--- config.mk ---
export PLATFORM = sky130hd
export DESIGN_NAME = serial_mem_responder
export DESIGN_NICKNAME = d
export VERILOG_FILES = /design/src/rtl/serial_mem_responder.sv
export SDC_FILE = /design/constraint.sdc
export NUM_CORES = 1
export LEC_CHECK = 0
export ABC_AREA = 1
export BUFFER_PORTS_ARGS = -buffer_cell sky130_fd_sc_hd__buf_2
export CORE_MARGIN = 4
export CORE_UTILIZATION = 46
export DETAILED_ROUTE_END_ITERATION = 10
export PLACE_DENSITY = 0.75
export RECOVER_POWER = 50
export SYNTH_ARGS = -nofsm -noshare
export SYNTH_HDL_FRONTEND = slang
export SYNTH_SLANG_ARGS = --single-unit
--- constraint.sdc ---
create_clock -name clk -period 1.2 [get_ports clk]
set_clock_uncertainty 0.1 [all_clocks]
set_input_delay 0.18 -clock clk [delete_from_list [all_inputs] [get_ports clk]]
set_output_delay 0.18 -clock clk [all_outputs]
set_load 0.005 [all_outputs]
--- src/rtl/serial_mem_responder.sv ---
// serial_mem_responder: memory-side end of the 8-bit CPU<->memory serial link.
// Collects a 16-bit address (and 16-bit store data) as MSB-first byte pairs.
// Performs one word access on the memory port.
// For fetch/load, sends the read word back as two bytes after a data_ready pulse.
// Optional build macro SERIAL_MEM_RANGE_CHECK_EN:
//   when defined, addresses >= MEM_WORDS are rejected with an error pulse.
//   When undefined, upper address bits are simply truncated to ADDR_W.
module serial_mem_responder #(
    parameter int ADDR_W    = 12,
    parameter int MEM_WORDS = 4096,
    parameter int TIMEOUT   = 16
) (
    input  logic              clk,
    input  logic              rst_n,
    input  logic [7:0]        bus_in,
    input  logic              bus_valid,
    input  logic [1:0]        req_kind,
    output logic [7:0]        bus_out,
    output logic              receive_ready,
    output logic              data_ready,
    output logic [ADDR_W-1:0] mem_addr,
    output logic [15:0]       mem_wdata,
    output logic              mem_we,
    output logic              mem_re,
    input  logic [15:0]       mem_rdata,
    input  logic              mem_ack,
    output logic              error
);

    typedef enum logic [3:0] {
        S_IDLE, S_ADDR_LO, S_DATA_HI, S_DATA_LO,
        S_MEM_WR, S_MEM_RD, S_RESP, S_SEND_HI, S_SEND_LO
    } state_t;

    localparam logic [1:0]        K_STORE = 2'd2;
    localparam logic [1:0]        K_RSVD  = 2'd3;
    localparam int                CNT_W   = $clog2(TIMEOUT + 1);
    localparam logic [CNT_W-1:0]  TO_LAST = CNT_W'(TIMEOUT - 1);
    localparam logic [16:0]       MEM_LIMIT = 17'(MEM_WORDS);

    state_t           state_q, state_d;
    logic [15:0]      addr_q, addr_d;
    logic [15:0]      wdata_q, wdata_d;
    logic [15:0]      rdata_q, rdata_d;
    logic [1:0]       kind_q, kind_d;
    logic [CNT_W-1:0] cnt_q, cnt_d;
    logic             err_q, err_d;
    logic [15:0]      full_addr;

    // Address as it will look once the low byte on the bus is accepted.
    assign full_addr = {addr_q[15:8], bus_in};

`ifdef SERIAL_MEM_RANGE_CHECK_EN
    logic oor_q, oor_d;
    logic addr_oor;
    assign addr_oor = ({1'b0, full_addr} >= MEM_LIMIT);
`else
    // Range limit has no effect in this build; upper address bits are truncated.
    logic unused_range;
    assign unused_range = ({1'b0, full_addr} >= MEM_LIMIT);
`endif

    // State and frame registers; reset drops the FSM straight back to IDLE.
    always_ff @(posedge clk or negedge rst_n) begin
        if (!rst_n) begin
            state_q <= S_IDLE;
            addr_q  <= '0;
            wdata_q <= '0;
            rdata_q <= '0;
            kind_q  <= '0;
            cnt_q   <= '0;
            err_q   <= 1'b0;
`ifdef SERIAL_MEM_RANGE_CHECK_EN
            oor_q   <= 1'b0;
`endif
        end else begin
            state_q <= state_d;
            addr_q  <= addr_d;
            wdata_q <= wdata_d;
            rdata_q <= rdata_d;
            kind_q  <= kind_d;
            cnt_q   <= cnt_d;
            err_q   <= err_d;
`ifdef SERIAL_MEM_RANGE_CHECK_EN
            oor_q   <= oor_d;
`endif
        end
    end

    // Next-state logic: byte capture, memory handshake, timeout and fault detection.
    always_comb begin
        state_d = state_q;
        addr_d  = addr_q;
        wdata_d = wdata_q;
        rdata_d = rdata_q;
        kind_d  = kind_q;
        cnt_d   = '0;
        err_d   = 1'b0;
`ifdef SERIAL_MEM_RANGE_CHECK_EN
        oor_d   = oor_q;
`endif
        case (state_q)
            S_IDLE: begin
                if (bus_valid) begin
                    if (req_kind == K_RSVD) begin
                        err_d = 1'b1;
                    end else begin
                        addr_d  = {bus_in, 8'h00};
                        kind_d  = req_kind;
                        state_d = S_ADDR_LO;
                    end
                end
            end
            S_ADDR_LO: begin
                if (bus_valid) begin
                    addr_d  = full_addr;
                    state_d = (kind_q == K_STORE) ? S_DATA_HI : S_MEM_RD;
`ifdef SERIAL_MEM_RANGE_CHECK_EN
                    oor_d = addr_oor;
                    if (addr_oor) begin
                        err_d = 1'b1;
                        if (kind_q != K_STORE) begin
                            rdata_d = 16'hFFFF;
                            state_d = S_RESP;
                        end
                    end
`endif
                end
            end
            S_DATA_HI: begin
                if (bus_valid) begin
                    wdata_d = {bus_in, wdata_q[7:0]};
                    state_d = S_DATA_LO;
                end
            end
            S_DATA_LO: begin
                if (bus_valid) begin
                    wdata_d = {wdata_q[15:8], bus_in};
                    state_d = S_MEM_WR;
`ifdef SERIAL_MEM_RANGE_CHECK_EN
                    if (oor_q) state_d = S_IDLE;
`endif
                end
            end
            S_MEM_WR: begin
                if (mem_ack) state_d = S_IDLE;
            end
            S_MEM_RD: begin
                if (mem_ack) begin
                    rdata_d = mem_rdata;
                    state_d = S_RESP;
                end
            end
            S_RESP:    state_d = S_SEND_HI;
            S_SEND_HI: state_d = S_SEND_LO;
            S_SEND_LO: state_d = S_IDLE;
            default:   state_d = S_IDLE;
        endcase

        // Inter-byte timeout while a frame is partially received.
        if ((state_q == S_ADDR_LO || state_q == S_DATA_HI || state_q == S_DATA_LO) && !bus_valid) begin
            if (cnt_q == TO_LAST) begin
                err_d   = 1'b1;
                state_d = S_IDLE;
            end else begin
                cnt_d = cnt_q + 1'b1;
            end
        end

        // A byte offered while the responder is not listening is dropped and flagged.
        if (bus_valid && (state_q == S_MEM_WR || state_q == S_MEM_RD || state_q == S_RESP ||
                          state_q == S_SEND_HI || state_q == S_SEND_LO)) begin
            err_d = 1'b1;
        end
    end

    assign receive_ready = (state_q == S_IDLE);
    assign data_ready    = (state_q == S_RESP);
    assign mem_we        = (state_q == S_MEM_WR);
    assign mem_re        = (state_q == S_MEM_RD);
    assign mem_addr      = addr_q[ADDR_W-1:0];
    assign mem_wdata     = wdata_q;
    assign error         = err_q;
    assign bus_out       = (state_q == S_SEND_HI) ? rdata_q[15:8] :
                           (state_q == S_SEND_LO) ? rdata_q[7:0]  : 8'h00;

endmodule

Word level (Yosys, flattened, before mapping)

Index checks and enable logic that the tools add are counted.

Add/sub/neg operators: 1
$mul: 0
Div/mod/pow operators: 0
Order comparisons: 0
Equal/unequal tests: 14
Shifts and indexed selects: 0
Multiplexer cells: 27
Bitwise logic cells: 4
Reductions and logical operators: 17

Operators with widths:

| operator                                                               | number |
|---|---|
| 4-bit 2-to-1 mux                                                       | 9 |
| 16-bit one-hot mux with 2 select lines                                 | 1 |
| 4-bit one-hot mux with 8 select lines                                  | 1 |
| 12-bit 2-to-1 mux                                                      | 2 |
| 8-bit 2-to-1 mux                                                       | 3 |
| 12-bit one-hot mux with 2 select lines                                 | 1 |
| 4-bit by 3-bit equality test with 1-bit output (second input constant) | 4 |
| 16-bit 2-to-1 mux                                                      | 1 |
| 5-bit 2-to-1 mux                                                       | 2 |
| 3-bit AND reduction                                                    | 3 |
| 4-bit by 2-bit equality test with 1-bit output (second input constant) | 2 |
| 4-bit AND reduction                                                    | 2 |
| 1-bit logical OR                                                       | 6 |
| 1-bit 2-to-1 mux                                                       | 6 |
| 2-bit inequality test (second input constant)                          | 3 |
| 5-bit by 1-bit adder with 5-bit output (second input constant)         | 1 |
| 5-bit by 4-bit equality test with 1-bit output (second input constant) | 1 |
| 2-bit equality test (second input constant)                            | 2 |
| 4-bit by 1-bit equality test with 1-bit output (second input constant) | 1 |
| 4-bit equality test (second input constant)                            | 1 |
| 4-bit zero test                                                        | 1 |
| 1-bit inverter                                                         | 4 |
| 3-bit 2-to-1 mux                                                       | 1 |
| 1-bit logical AND                                                      | 2 |
| 3 further kinds                                                        | 3 |

Flip-flop bits (word level): 56
Bits in latches: 0
Bits in writable memories: 0
Memory bits (read-only): 0
Logic and storage cells: 72
Memories: 0

Depth between registers and ports, before layout

Word-level depth: 7
Depth in mapped cells: 8

Worst setup path after synthesis

OpenSTA, ideal clock, no wires.

Path type: register to register
Start point: register state_q[3]
End point: register addr_q[10]
Library setup time: 0.122 ns
Arrival: 1.093 ns
Required time: 0.978 ns
Path slack: -0.115 ns
Stages on the path, launching flop included: 8
Buffers on the path: 1
Cell sequence: dfrtp_1 inv_1 nand2_2 nor2_2 nand2_1 buf_4 nand2_1 o21ai_1

RTL lines:

| what                                 | RTL line | source |
|---|---|---|
| from (decl)                          | 41       | `state_t state_q, state_d;` |
| from (signal assigned)               | 77       | `state_q <= state_d;` |
| 4-bit zero test                      | --       |  |
| via receive_ready                    | 19       | `output logic receive_ready,` |
| 4-bit AND reduction (no source line) | --       |  |
| to (signal assigned)                 | 78       | `addr_q <= addr_d;` |
| to (decl)                            | 42       | `logic [15:0] addr_q, addr_d;` |

The timed path passes the listed nets, and every way through them passes these cells.
A chain may end at the register's enable or synchronous reset.

Final worst setup path

Start point: register state_q[2]
End point: output bus_out[6]

Longest elaborated chain between the ends: 3

Ends and longest elaborated chain:

| what                 | RTL line | source |
|---|---|---|
| 4-bit equality test  | 185      | `(state_q == S_SEND_LO) ? rdata_q[7:0] : 8'h00;` |
| 8-bit 2-to-1 mux     | 185      |  |
| 8-bit 2-to-1 mux (*) | 184      | `assign bus_out = (state_q == S_SEND_HI) ? rdata_q[15:8] :` |
| to (decl)            | 18       | `output logic [7:0] bus_out,` |

Every way passes the cells marked *; elsewhere a longest branch is shown, timed or not.

==> metrics.md <==
| Metric | Value |
|---|---|
| Hold Violations, Final | 0 |
| Clock Tree Root | clkbuf_8 |
| Ant diodes | 0 |
| Crit Path Category | flip-flop to output pin |
| Cell Area, Placed | 3150 um2 |
| Max-slew violations | 0 |
| Critical path data required time | 0.92 ns |
| RSZ-0062 raised after global routing | true |
| Worst-Margin Slew | 0.502 ns |
| Max Cap Viol | 0 |
| Average size of a mapped cell | 8.77 um2 |
| DR vias/cell | 5.13 |
| Power Density | 2180 nW/um2 |
| CTS tree | done |
| Final setup margin | -0.614 ns |
| Yosys reg bits | 56 |
| Register Area | 1410 um2 |
| Detailed Routing Iterations Pass 1 | 4 |
| ANT nets after route | 0 |
| DRC | 0 |
| Multi-input gate area | 1310 um2 |
| Seq/Total Area, Yosys | 56.9% |
| Ys async rst share | 100% |
| Vias in the first global route | 2,657 |
| Crit-path cells | inv_4, nor2_4, nand2_4, o22ai_1, buf_2 |
| Synth Warn # | 0 |
| Min Clock Period, post-route | 1.81 ns |
| Final estimated routing congestion in global placement | 0.920 |
| First-pass GRT wire length | 12,900 um |
| Initial Util | 48.0% |
| Per-cell routed wire length | 17.6 um |
| Area leader, netlist | dfrtp_1 |
| Die H | 81.2 um |
| Worst slew margin | 66.6% |
| Most common cell in the netlist | nand2_1 |
| Die X | 81.2 um |
| Via Count | 2,604 |
| Met3 wire len | 538 um |
| Core Area | 5140 um2 |
| Arrival time worst endpoint | 1.53 ns |
| Top sig layer | met4 |
| H-tree depth | 2 |
| VDD IR max | 1.34 mV |
| Worst path max stage delay | 0.41 ns |
| Synthesized cell area | 2460 um2 |
| Max Clk Rate | 551 MHz |
| CTS sink count | 56 |
| # setup viols final | 68 |
| Post-synth EDFFs | 0 |
| Largest net degree at the start of global routing | 57 |
| Hold crit path type | primary input to flip-flop |
| Total power | 9.48 mW |
| Final Instance Area | 4340 um2 |
| Critical Path Slowest Stage Cell | dfrtp_1 |
| Outcome | finished with violations |
| # fillers | 261 |
| Reg clk slew, reported paths | 0.10 ns |
| Post-synth top area share | 56.9% |
| Crit. End Element | output pin |
| Worst-Skew Late Latency | 0.31 ns |
| Top FF cell, synth | dfrtp_1 |
| M1 WL | 3380 um |
| Syn Inst Count | 281 |
| Port bufs | 70 |
| Total clock buffers created by CTS | 5 |
| Ports | 71 |
| Syn_nets | 312 |
| Commonest cells in the netlist | nand2_1, dfrtp_1, inv_1 |
| Cell Rows | 26 |
| Synth cell types | 22 |
| Die Area | 6590 um2 |
| GRT Total Usage | 26.1% |
| Max Root-Sink Buffers | 2 |
| Final worst path period share | 151% |
| Maximum fanout along the worst path | 9 |
| Most area-consuming cells after synthesis | dfrtp_1, nand2_1, inv_1 |
| DP HPWL | 4090 um |
| Failing checks | setup timing |
| Share of layout cells above drive strength 1 | 54.1% |
| Antenna violations before repair | 0 |
| Routed WL | 8930 um |
| CP startpoint kind | flip-flop |
| Area grow syn2layout | 76.1% |
| Nets | 468 |
| Pleak | 2.31 nW |
| DR iter-0 viols | 153 |
| Met2 WL post-DR | 4670 um |
| Total gr overflow | 0 |
==> power breakdown <==
part	switching [mW]	leakage, nW	internal (mW)
Clock	0.608	0.0445	0.471
Combinational	2.71	1.56	2.55
Sequential	0.463	0.707	2.67
==> cell families after synthesis <==
group                      Yosys count  share of synthesized area, %
DFF                                 56                          56.9
AOI/OAI and AO/OA                   51                          12.5
buffers and inverters               48                          8.58
adders and majority gates            1                         0.508
xor gates and xnor gates             1                         0.355
and+or+nand+nor                    124                          21.2
==> stage by stage <==
stage	util, %	hold WS, ns	setup TNS (ns)	worst slack [ns]	instances
final	84.4	0.00761	-24.67	-0.614	508
after global routing	84.4	0.000170	-28.13	-0.667	508
after CTS	79.7	0.0000397	-19.41	-0.433	495
after detailed placement	61.2	0.103	-9.95	-0.236	438
after global placement	61.2	0.103	-8.91	-0.202	438
after floorplan	-	-0.216	-1.67	-0.0569	281
==> state kept, by name (all words and copies together), names as in the netlist <==
signal,count
mem_wdata,16
rdata_q,16
addr_q,12
cnt_q,5
state_q,4
kind_q,2
error,1
==> cell usage in the layout (no fill, tap or decap), types with 3 or more instances in the layout <==
master / n
buf_12: 8
buf_16: 4
buf_2: 68
buf_4: 32
buf_6: 18
clkbuf_8: 6
dfrtp_1: 53
dfrtp_2: 3
dlygate4sd3_1: 22
inv_1: 33
inv_2: 4
inv_4: 3
nand2_1: 53
nand2_2: 16
nand2_4: 16
nand3_1: 6
nand3_4: 7
nor2_1: 8
nor2_2: 4
nor2_4: 9
nor3_2: 3
o21ai_1: 15
o21ai_2: 22
o22ai_1: 4
o22ai_2: 4
==> worst paths after layout <==
kind,startpoint,endpoint,slack (ns),cells past startpoint
worst max-delay path,state_q[2],bus_out[6],-0.61,5
worst min-delay path,mem_rdata[0],rdata_q[0],0.008,3
worst max register to register,state_q[3],state_q[0],-0.47,10
worst min register to register,addr_q[3],addr_q[3],0.38,2
max in group asynchronous,rst_n,state_q[1],0.28,3
min in group asynchronous,rst_n,rdata_q[12],0.35,3
==> critical path, delay by kind of cell, from the launching register on <==
kind,cells,cell delay (ns)
buf+inv,2,0.24
compound gates,1,0.24
flops,1,0.41
simple gates,2,0.33
==> final cells by class <==
class / instances / area share, %
clock buffers: 7 / 1.99
multi-input cells: 180 / 30.2
inverters: 41 / 3.83
well taps: 70 / 2.02
flip-flops and latches: 56 / 32.4
clock inverters: 1 / 0.173
repair buffers: 153 / 29.5
==> routing by layer <==
layer  global-route usage, %  vias up
met1                    29.4     1258
met4                    8.28        0
li1                        -     1213
met5                       0        -
met2                    49.0      100
met3                    5.21       33
==> repair_timing <==
action | 4_1_cts | 5_1_grt
setup endpoints to repair | 67 | 67
hold buffers | 15 | 7
buffers inserted | 27 | 8
cloned | 8 | 0
gates resized for setup | 85 | 43
pin swaps | 20 | 20
endpoints found under the hold margin | 70 | 7
(Power assumes the default switching activity.)
